## src/rtl/fb_pkg.sv

```systemverilog
// Framebuffer geometry constants and read-sequencer state type shared by the
// framebuffer read path.
package fb_pkg;

    localparam int FB_WIDTH  = 320;
    localparam int FB_HEIGHT = 240;
    localparam int FB_DATAW  = 4;
    localparam int FB_ADDRW  = $clog2(FB_WIDTH * FB_HEIGHT);

    typedef enum logic [1:0] {
        ST_IDLE = 2'd0,
        ST_READ = 2'd1,
        ST_FULL = 2'd2
    } fb_rd_state_t;

endpackage

```

## src/rtl/delay_line.sv

```systemverilog
// Fixed-depth register delay line with asynchronous reset; the output is the
// input delayed by DEPTH clock cycles.
module delay_line #(
    parameter int WIDTH = 1,
    parameter int DEPTH = 1
) (
    input  logic             clk,
    input  logic             rst,
    input  logic [WIDTH-1:0] d,
    output logic [WIDTH-1:0] q
);

    logic [WIDTH-1:0] stage_reg [DEPTH];

    genvar gi;
    generate
        for (gi = 0; gi < DEPTH; gi++) begin : g_stage
            if (gi == 0) begin : g_first
                always_ff @(posedge clk or posedge rst) begin
                    if (rst) stage_reg[gi] <= '0;
                    else     stage_reg[gi] <= d;
                end
            end else begin : g_next
                always_ff @(posedge clk or posedge rst) begin
                    if (rst) stage_reg[gi] <= '0;
                    else     stage_reg[gi] <= stage_reg[gi-1];
                end
            end
        end
    endgenerate

    assign q = stage_reg[DEPTH-1];

endmodule

```

## src/rtl/fb_line_reader.sv

```systemverilog
// Read-side sequencer: on each linebuffer request, issues one line of
// framebuffer addresses and realigns the returned data with a valid strobe.
module fb_line_reader
    import fb_pkg::*;
#(
    parameter int LEN   = FB_WIDTH,
    parameter int LINES = FB_HEIGHT,
    parameter int DATAW = FB_DATAW,
    parameter int ADDRW = $clog2(LEN * LINES),
    parameter int LAT   = 2
) (
    input  logic             clk,
    input  logic             rst,
    input  logic             frame_start,
    input  logic             data_req,
    output logic [ADDRW-1:0] fb_addr,
    input  logic [DATAW-1:0] fb_data,
    output logic             en_out,
    output logic [DATAW-1:0] data_out,
    output logic             busy,
    output logic             line_done,
    output logic             overrun
);

    localparam int PIXW  = $clog2(LEN + 1);
    localparam int LINEW = $clog2(LINES + 1);

    localparam logic [PIXW-1:0]  PIX_LAST  = PIXW'(LEN - 1);
    localparam logic [LINEW-1:0] LINE_MAX  = LINEW'(LINES);
    localparam logic [ADDRW-1:0] ADDR_LAST = ADDRW'(LEN * LINES - 1);

    fb_rd_state_t     state_reg, state_next;
    logic [ADDRW-1:0] addr_reg, addr_next;
    logic [PIXW-1:0]  pix_reg, pix_next;
    logic [LINEW-1:0] line_reg, line_next;
    logic             overrun_reg, overrun_next;
    logic             en_out_reg, line_done_reg;
    logic [DATAW-1:0] data_out_reg;

    logic             issue;
    logic             last_issue;
    logic [1:0]       pipe_q;

    always_comb begin
        state_next   = state_reg;
        addr_next    = addr_reg;
        pix_next     = pix_reg;
        line_next    = line_reg;
        overrun_next = overrun_reg;
        issue        = (state_reg == ST_READ);
        // An address presented during frame_start still drains, but never closes a line.
        last_issue   = issue && (pix_reg == PIX_LAST) && !frame_start;

        if (frame_start) begin
            addr_next    = '0;
            pix_next     = '0;
            line_next    = '0;
            overrun_next = 1'b0;
            state_next   = data_req ? ST_READ : ST_IDLE;
        end else begin
            unique case (state_reg)
                ST_IDLE: begin
                    if (data_req && (line_reg < LINE_MAX)) state_next = ST_READ;
                end
                ST_READ: begin
                    addr_next = (addr_reg == ADDR_LAST) ? '0 : addr_reg + 1'b1;
                    if (data_req) overrun_next = 1'b1;
                    if (pix_reg == PIX_LAST) begin
                        pix_next   = '0;
                        line_next  = line_reg + 1'b1;
                        state_next = ((line_reg + 1'b1) == LINE_MAX) ? ST_FULL : ST_IDLE;
                    end else begin
                        pix_next = pix_reg + 1'b1;
                    end
                end
                ST_FULL: begin
                    state_next = ST_FULL;
                end
                default: state_next = ST_IDLE;
            endcase
        end
    end

    always_ff @(posedge clk or posedge rst) begin
        if (rst) begin
            state_reg   <= ST_IDLE;
            addr_reg    <= '0;
            pix_reg     <= '0;
            line_reg    <= '0;
            overrun_reg <= 1'b0;
        end else begin
            state_reg   <= state_next;
            addr_reg    <= addr_next;
            pix_reg     <= pix_next;
            line_reg    <= line_next;
            overrun_reg <= overrun_next;
        end
    end

    // Bit 0 marks an issued address, bit 1 marks the final address of a line.
    delay_line #(
        .WIDTH (2),
        .DEPTH (LAT)
    ) u_issue_pipe (
        .clk (clk),
        .rst (rst),
        .d   ({last_issue, issue}),
        .q   (pipe_q)
    );

    always_ff @(posedge clk or posedge rst) begin
        if (rst) begin
            en_out_reg    <= 1'b0;
            line_done_reg <= 1'b0;
            data_out_reg  <= '0;
        end else begin
            en_out_reg    <= pipe_q[0];
            line_done_reg <= pipe_q[1];
            if (pipe_q[0]) data_out_reg <= fb_data;
        end
    end

    assign fb_addr   = addr_reg;
    assign busy      = (state_reg == ST_READ);
    assign overrun   = overrun_reg;
    assign en_out    = en_out_reg;
    assign data_out  = data_out_reg;
    assign line_done = line_done_reg;

endmodule

```

## config.mk

```make
export PLATFORM = sky130hd
export DESIGN_NAME = fb_line_reader
export DESIGN_NICKNAME = d
export VERILOG_FILES = /design/src/rtl/fb_pkg.sv /design/src/rtl/delay_line.sv /design/src/rtl/fb_line_reader.sv
export SDC_FILE = /design/constraint.sdc
export NUM_CORES = 1
export LEC_CHECK = 0
export BUFFER_PORTS_ARGS = -buffer_cell sky130_fd_sc_hd__clkbuf_2
export CORE_MARGIN = 2
export CORE_UTILIZATION = 35
export DETAILED_ROUTE_END_ITERATION = 12
export PLACE_DENSITY = 0.61
export SLEW_MARGIN = 20
export SYNTH_ARGS = -nofsm -noshare
export SYNTH_HDL_FRONTEND = slang
export SYNTH_HIERARCHICAL = 1
export SYNTH_SLANG_ARGS = --single-unit
export TNS_END_PERCENT = 100
```

## constraint.sdc

```tcl
create_clock -name clk -period 1.8 [get_ports clk]
set_input_delay 0.36 -clock clk [delete_from_list [all_inputs] [get_ports clk]]
set_output_delay 0.36 -clock clk [all_outputs]
set_load 0.005 [all_outputs]
```

# [After elaboration in Yosys (flattened, before gate mapping)]
# Index checks and enable logic that the tools add are counted.
[word_totals] regBits=47 output_inout_bits=25 word_cells=50
[classes] addsub=3 magnitude_cmp=1 n_eq_ne=7 n_mux=18 reduce_logical=11
[ops] cell="17-bit two-way mux" n=3
[ops] cell="9-bit two-way mux" n=3
[ops] cell="8-bit two-way mux" n=3
[ops] cell="17-bit by 1-bit adder with 17-bit output (second input constant)" n=1
[ops] cell="17-bit == test (second input constant)" n=1
[ops] cell="9-bit by 1-bit adder with 9-bit output (second input constant)" n=1
[ops] cell="9-bit == test (second input constant)" n=1
[ops] cell="8-bit by 1-bit adder with 8-bit output (second input constant)" n=1
[ops] cell="8-bit == test (second input constant)" n=1
[ops] cell="8-bit less-than comparator (second input constant)" n=1
[ops] cell="2-bit two-way mux" n=4
[ops] cell="2-bit one-hot mux with 3 select lines" n=1
[ops] cell="2-bit AND reduction" n=3
[ops] cell="2-bit nonzero test" n=3
[ops] cell="1-bit two-way mux" n=4
[ops] cell="1-bit logical AND" n=3
[ops] cell="3-bit by 2-bit != test with 1-bit output (second input constant)" n=1
[ops] cell="3-bit != test (second input constant)" n=1
[ops] cell="2-bit by 1-bit == test with 1-bit output (second input constant)" n=1
[ops] cell="2-bit == test (second input constant)" n=1
[ops] cell="2-bit zero test" n=1
[ops] cell="1-bit zero test" n=1

# [Depth between registers and ports, before layout]
[depth] word_depth=6 mapped_depth=8

# [Hierarchy]
# Netlist, hierarchy kept.
[by_module_without_submodules] mod="fb_line_reader" n_inst=1 cells_each=240 area_per_inst_um2=2262.2 seq_area_each_um2=1076.0
[by_module_without_submodules] mod="delay_line" n_inst=1 cells_each=7 area_per_inst_um2=118.9 seq_area_each_um2=100.1

# [Worst setup path after synthesis]
# Ideal clock, no wire load.
[synth_timing] kind="flip-flop to flip-flop" from="register addr_reg[0] (netlist: fb_addr[0])" to="register addr_reg[16] (netlist: fb_addr[16])" setup_ns=0.121 arrival_time_ns=1.538 required_ns=1.679 slack_ns=0.141 stages_incl_launch_ff=7 synth_period_minus_slack_ns=1.659 cell_sequence="dfrtp_1 -> ha_1 -> nand2_1 -> nor4b_4 -> and3_1 -> o21ai_1 -> a22o_1"
[synth_via] elab_chain_cells=4 elab_cells_between_ends=5 cone_classes="1 x add/sub; 1 x eq/ne; 3 x mux"
[synth_lines] item="start, declared" line_no="fb_line_reader.sv:33" text="logic [ADDRW-1:0] addr_reg, addr_next;"
[synth_lines] item="start signal, assigned" line_no="fb_line_reader.sv:93" text="addr_reg <= addr_next;"
[synth_lines] item="17-bit by 1-bit adder with 17-bit output or 17-bit == test (tied branches)" line_no="fb_line_reader.sv:66" text="addr_next = (addr_reg == ADDR_LAST) ? '0 : addr_reg + 1'b1;"
[synth_lines] item="17-bit two-way mux (*)" line_no="fb_line_reader.sv:66"
[synth_lines] item="17-bit two-way mux (*)" line_no="fb_line_reader.sv:61" text="unique case (state_reg)"
[synth_lines] item="17-bit two-way mux (*)" line_no="fb_line_reader.sv:54" text="if (frame_start) begin"
# Every way passes the cells marked *; elsewhere a longest branch is shown, timed or not. The select of a mux whose other input is x is not followed.
# A chain may end at the register's enable or synchronous reset.

# [Worst setup path in the final report]
[layout_timing] from="register addr_reg[0] (netlist: fb_addr[0])" to="register addr_reg[15] (netlist: fb_addr[15])"
# Same word-level chain as after synthesis.

==> impl_metrics.yaml <==
logic_synthesis:
  synth_edf_count: 0
  async_flop_share: 1.00
  synthCells: 247
  yosys_warnings: 6
  ys_seq_elements: 47
  postSynthNetCount: 259
  synth_ff_type: "dfrtp_1"
  syn_avg_cell_area_sq_um: 9.64
  ys_types: 50
  syn-cell-area_sq_um: 2380
  seq_area_frac_synth: 0.494
global_route:
  antenna_found_initial: 0
  grt_max_degree: 44
  gr-total-overflow: 0
  grt_pass1_wl_um: 8800
  grt_usage: 0.147
  first_global_vias: 1863
worst_setup_path:
  crit_chain: "ha_1 > nand2_2 > nor4b_4 > buf_4 > a21o_2 > or3_1 > o21ai_0"
  cp_slowest_cell: "dfrtp_1"
  endpoint_kind: "flip-flop"
  critPathArrivalTime_ps: 1940
  crit_type: "reg -> reg"
  crit_fanout: 7
  reg2reg_depth: 7
  cp_slowest_stage_delay_ps: 390
  worstSetupStartpointType: "flip-flop"
  required_ps: 2010
timing:
  slew_violations: 0
  worst-slew-pin-transition_ps: 626
  rsz0062_at_grt: "true"
  report.final.hold_viol_count: 0
  skew_ps: 11.0
  setup_viol: 0
  fin_crit_sh: 0.960
  fin_tns_setup_ps: 0
  fmaxAchievable_mhz: 579
  slew_headroom: 0.582
  period_needed_ps: 1730
placement:
  gp_congestion: 0.817
  post-dp-hpwl_um: 3650
  io_buffers: 32
  place_inst: 368
  placed_area_sq_um: 2740
die:
  start_util: 0.356
  die_area_sq_um: 7480
  pin_count: 33
  die_width_um: 86.5
  fp.coreArea_sq_um: 6680
  core.rowCount: 30
  fp.dieH_um: 86.5
final_layout:
  largest_register_ffs: 17
  drive_gt1_frac: 0.274
  layout_common_cells: "dfrtp_1, clkbuf_2, nand2_1"
  final_area_sq_um: 2920
  layout.cells.most_common: "dfrtp_1"
  final_nets: 310
  syn2layout_area_growth_pct: 22.6
  antenna_cells: 0
  fin_cells: 379
  fillers: 666
cts:
  root_buffer: "clkbuf_8"
  clk_pin_slew_ps: 90
  clock_path_buffers: 2
  cts_tree: "built"
  cts.sinks: 47
  htreeDepth: 2
  insertion_delay_ps: 300
  cts_buffers: 5
hold_path:
  hp-class: "in -> reg"
  whs_path_depth: 2
power:
  p_leak_uw: 0.00136
  power-per-cell-area_nw_per_um2: 764
  ir_drop_mv: 0.430
drt:
  viasPerCell: 5.09
  first_iter_violations: 126
  ant_nets: 0
  vias: 1929
  totalWireLength_um: 5160
  drc_errors: 0
  dr.pass1.iters: 4
  routedWlPerCell_um: 13.6
outcome:
  outcome: "completed"
flow_run:
  maxCapViolations: 0
worst max-delay path: cells and delay by family (launching register included):
family / cells / cell delay [ps]
AO/OA/AOI/OAI: 2 / 340
AND/OR/NAND/NOR: 3 / 510
flip-flops: 1 / 390
adder cells (fa/ha/maj): 1 / 230
buffers and inverters: 1 / 150
synthesized netlist by cell type, types with 2 or more instances:
master	number	area, sq um
a31oi_1	5	31.3
xor2_1	8	70.1
inv_1	8	30.0
o311ai_0	3	26.3
nand4_1	11	68.8
nand2b_1	2	12.5
nor3_1	7	35.0
buf_4	2	15.0
o21ai_0	12	60.1
a22o_1	2	17.5
clkbuf_1	3	11.3
a31o_2	2	17.5
a21o_1	2	15.0
nand2_1	31	116
nand4b_1	2	17.5
or3_1	2	12.5
dfrtp_1	47	1180
and2_1	4	25.0
mux2_2	4	45.0
and3_1	5	31.3
nor2_1	25	93.8
buf_2	3	15.0
xnor2_1	4	35.0
ha_1	4	50.1
a211oi_1	2	15.0
a21oi_1	8	40.0
mux2i_1	4	40.0
nand3_1	13	65.1
worst paths after layout:
path | from | end | slack (ps)
setup / recovery | fb_addr[0]$_DFFE_PP0P_ | fb_addr[15]$_DFFE_PP0P_ | 70
hold / removal | fb_data[3] | data_out[3]$_DFFE_PP0P_ | 290
setup reg to reg | fb_addr[0]$_DFFE_PP0P_ | fb_addr[15]$_DFFE_PP0P_ | 70
hold reg to reg | u_issue_pipe/stage_reg[3]$_DFF_PP0_ | u_issue_pipe/q[1]$_DFF_PP0_ | 350
max in group asynchronous | rst | pix_reg[2]$_DFFE_PP0P_ | 950
min in group asynchronous | rst | u_issue_pipe/q[0]$_DFF_PP0_ | 480
what timing repair did:
item | CTS | global route
gates resized for setup | 1 | 5
buffers inserted | 2 | 0
gates cloned | 0 | 0
hold buffers | 1 | 0
endpoints found under the hold margin | 4 | 0
pin swaps | 1 | 1
setup endpoints to repair | 1 | 17
layout make-up:
type / count / area, sq um / share of cell area
Clock buffer: 6 / 72.6 / 0.0249
Clock inverter: 2 / 60.1 / 0.0206
Inverter: 9 / 33.8 / 0.0116
Multi-Input combinational cell: 180 / 1130 / 0.387
Sequential cell: 47 / 1180 / 0.403
Tap cell: 80 / 100 / 0.0343
Timing Repair Buffer: 55 / 348 / 0.119
logic make-up after synthesis:
group           Yosys count  synth area share
compound gates           44             0.120
xor+xnor                 12            0.0441
fa+ha+maj                 4            0.0210
buf+inv                  20            0.0399
flops                    47             0.494
mux                       8            0.0357
simple gates            112             0.245
where the power goes:
group | total (uW) | internal [uW] | switching, uW
Combinational | 212 | 88.6 | 123
Sequential | 1120 | 1090 | 25.3
Clock | 902 | 555 | 347
stage by stage:
stage | total power [uW] | setup WS (ps) | hold WS [ps] | util
finish | 2230 | 72.5 | 287 | 0.437
floorplan | 1260 | 141 | 126 | -
detailed placement | 1350 | -1.46 | 247 | 0.410
CTS | 2270 | 28.9 | 281 | 0.435
global route | 2340 | -19.5 | 279 | 0.437
global placement | 1340 | 81.5 | 242 | 0.410
routing by layer:
metal / GRT usage / wire (um) / share of wire / vias up
met1: 0.209 / 2630 / 0.51 / 915
li1: - / - / - / 972
met4: 0.0497 / 80 / 0.016 / 0
met3: 0.0276 / 144 / 0.028 / 5
met2: 0.226 / 2300 / 0.45 / 37
met5: 0 / 0 / 0 / -
Power figures use the tool's default switching activity.
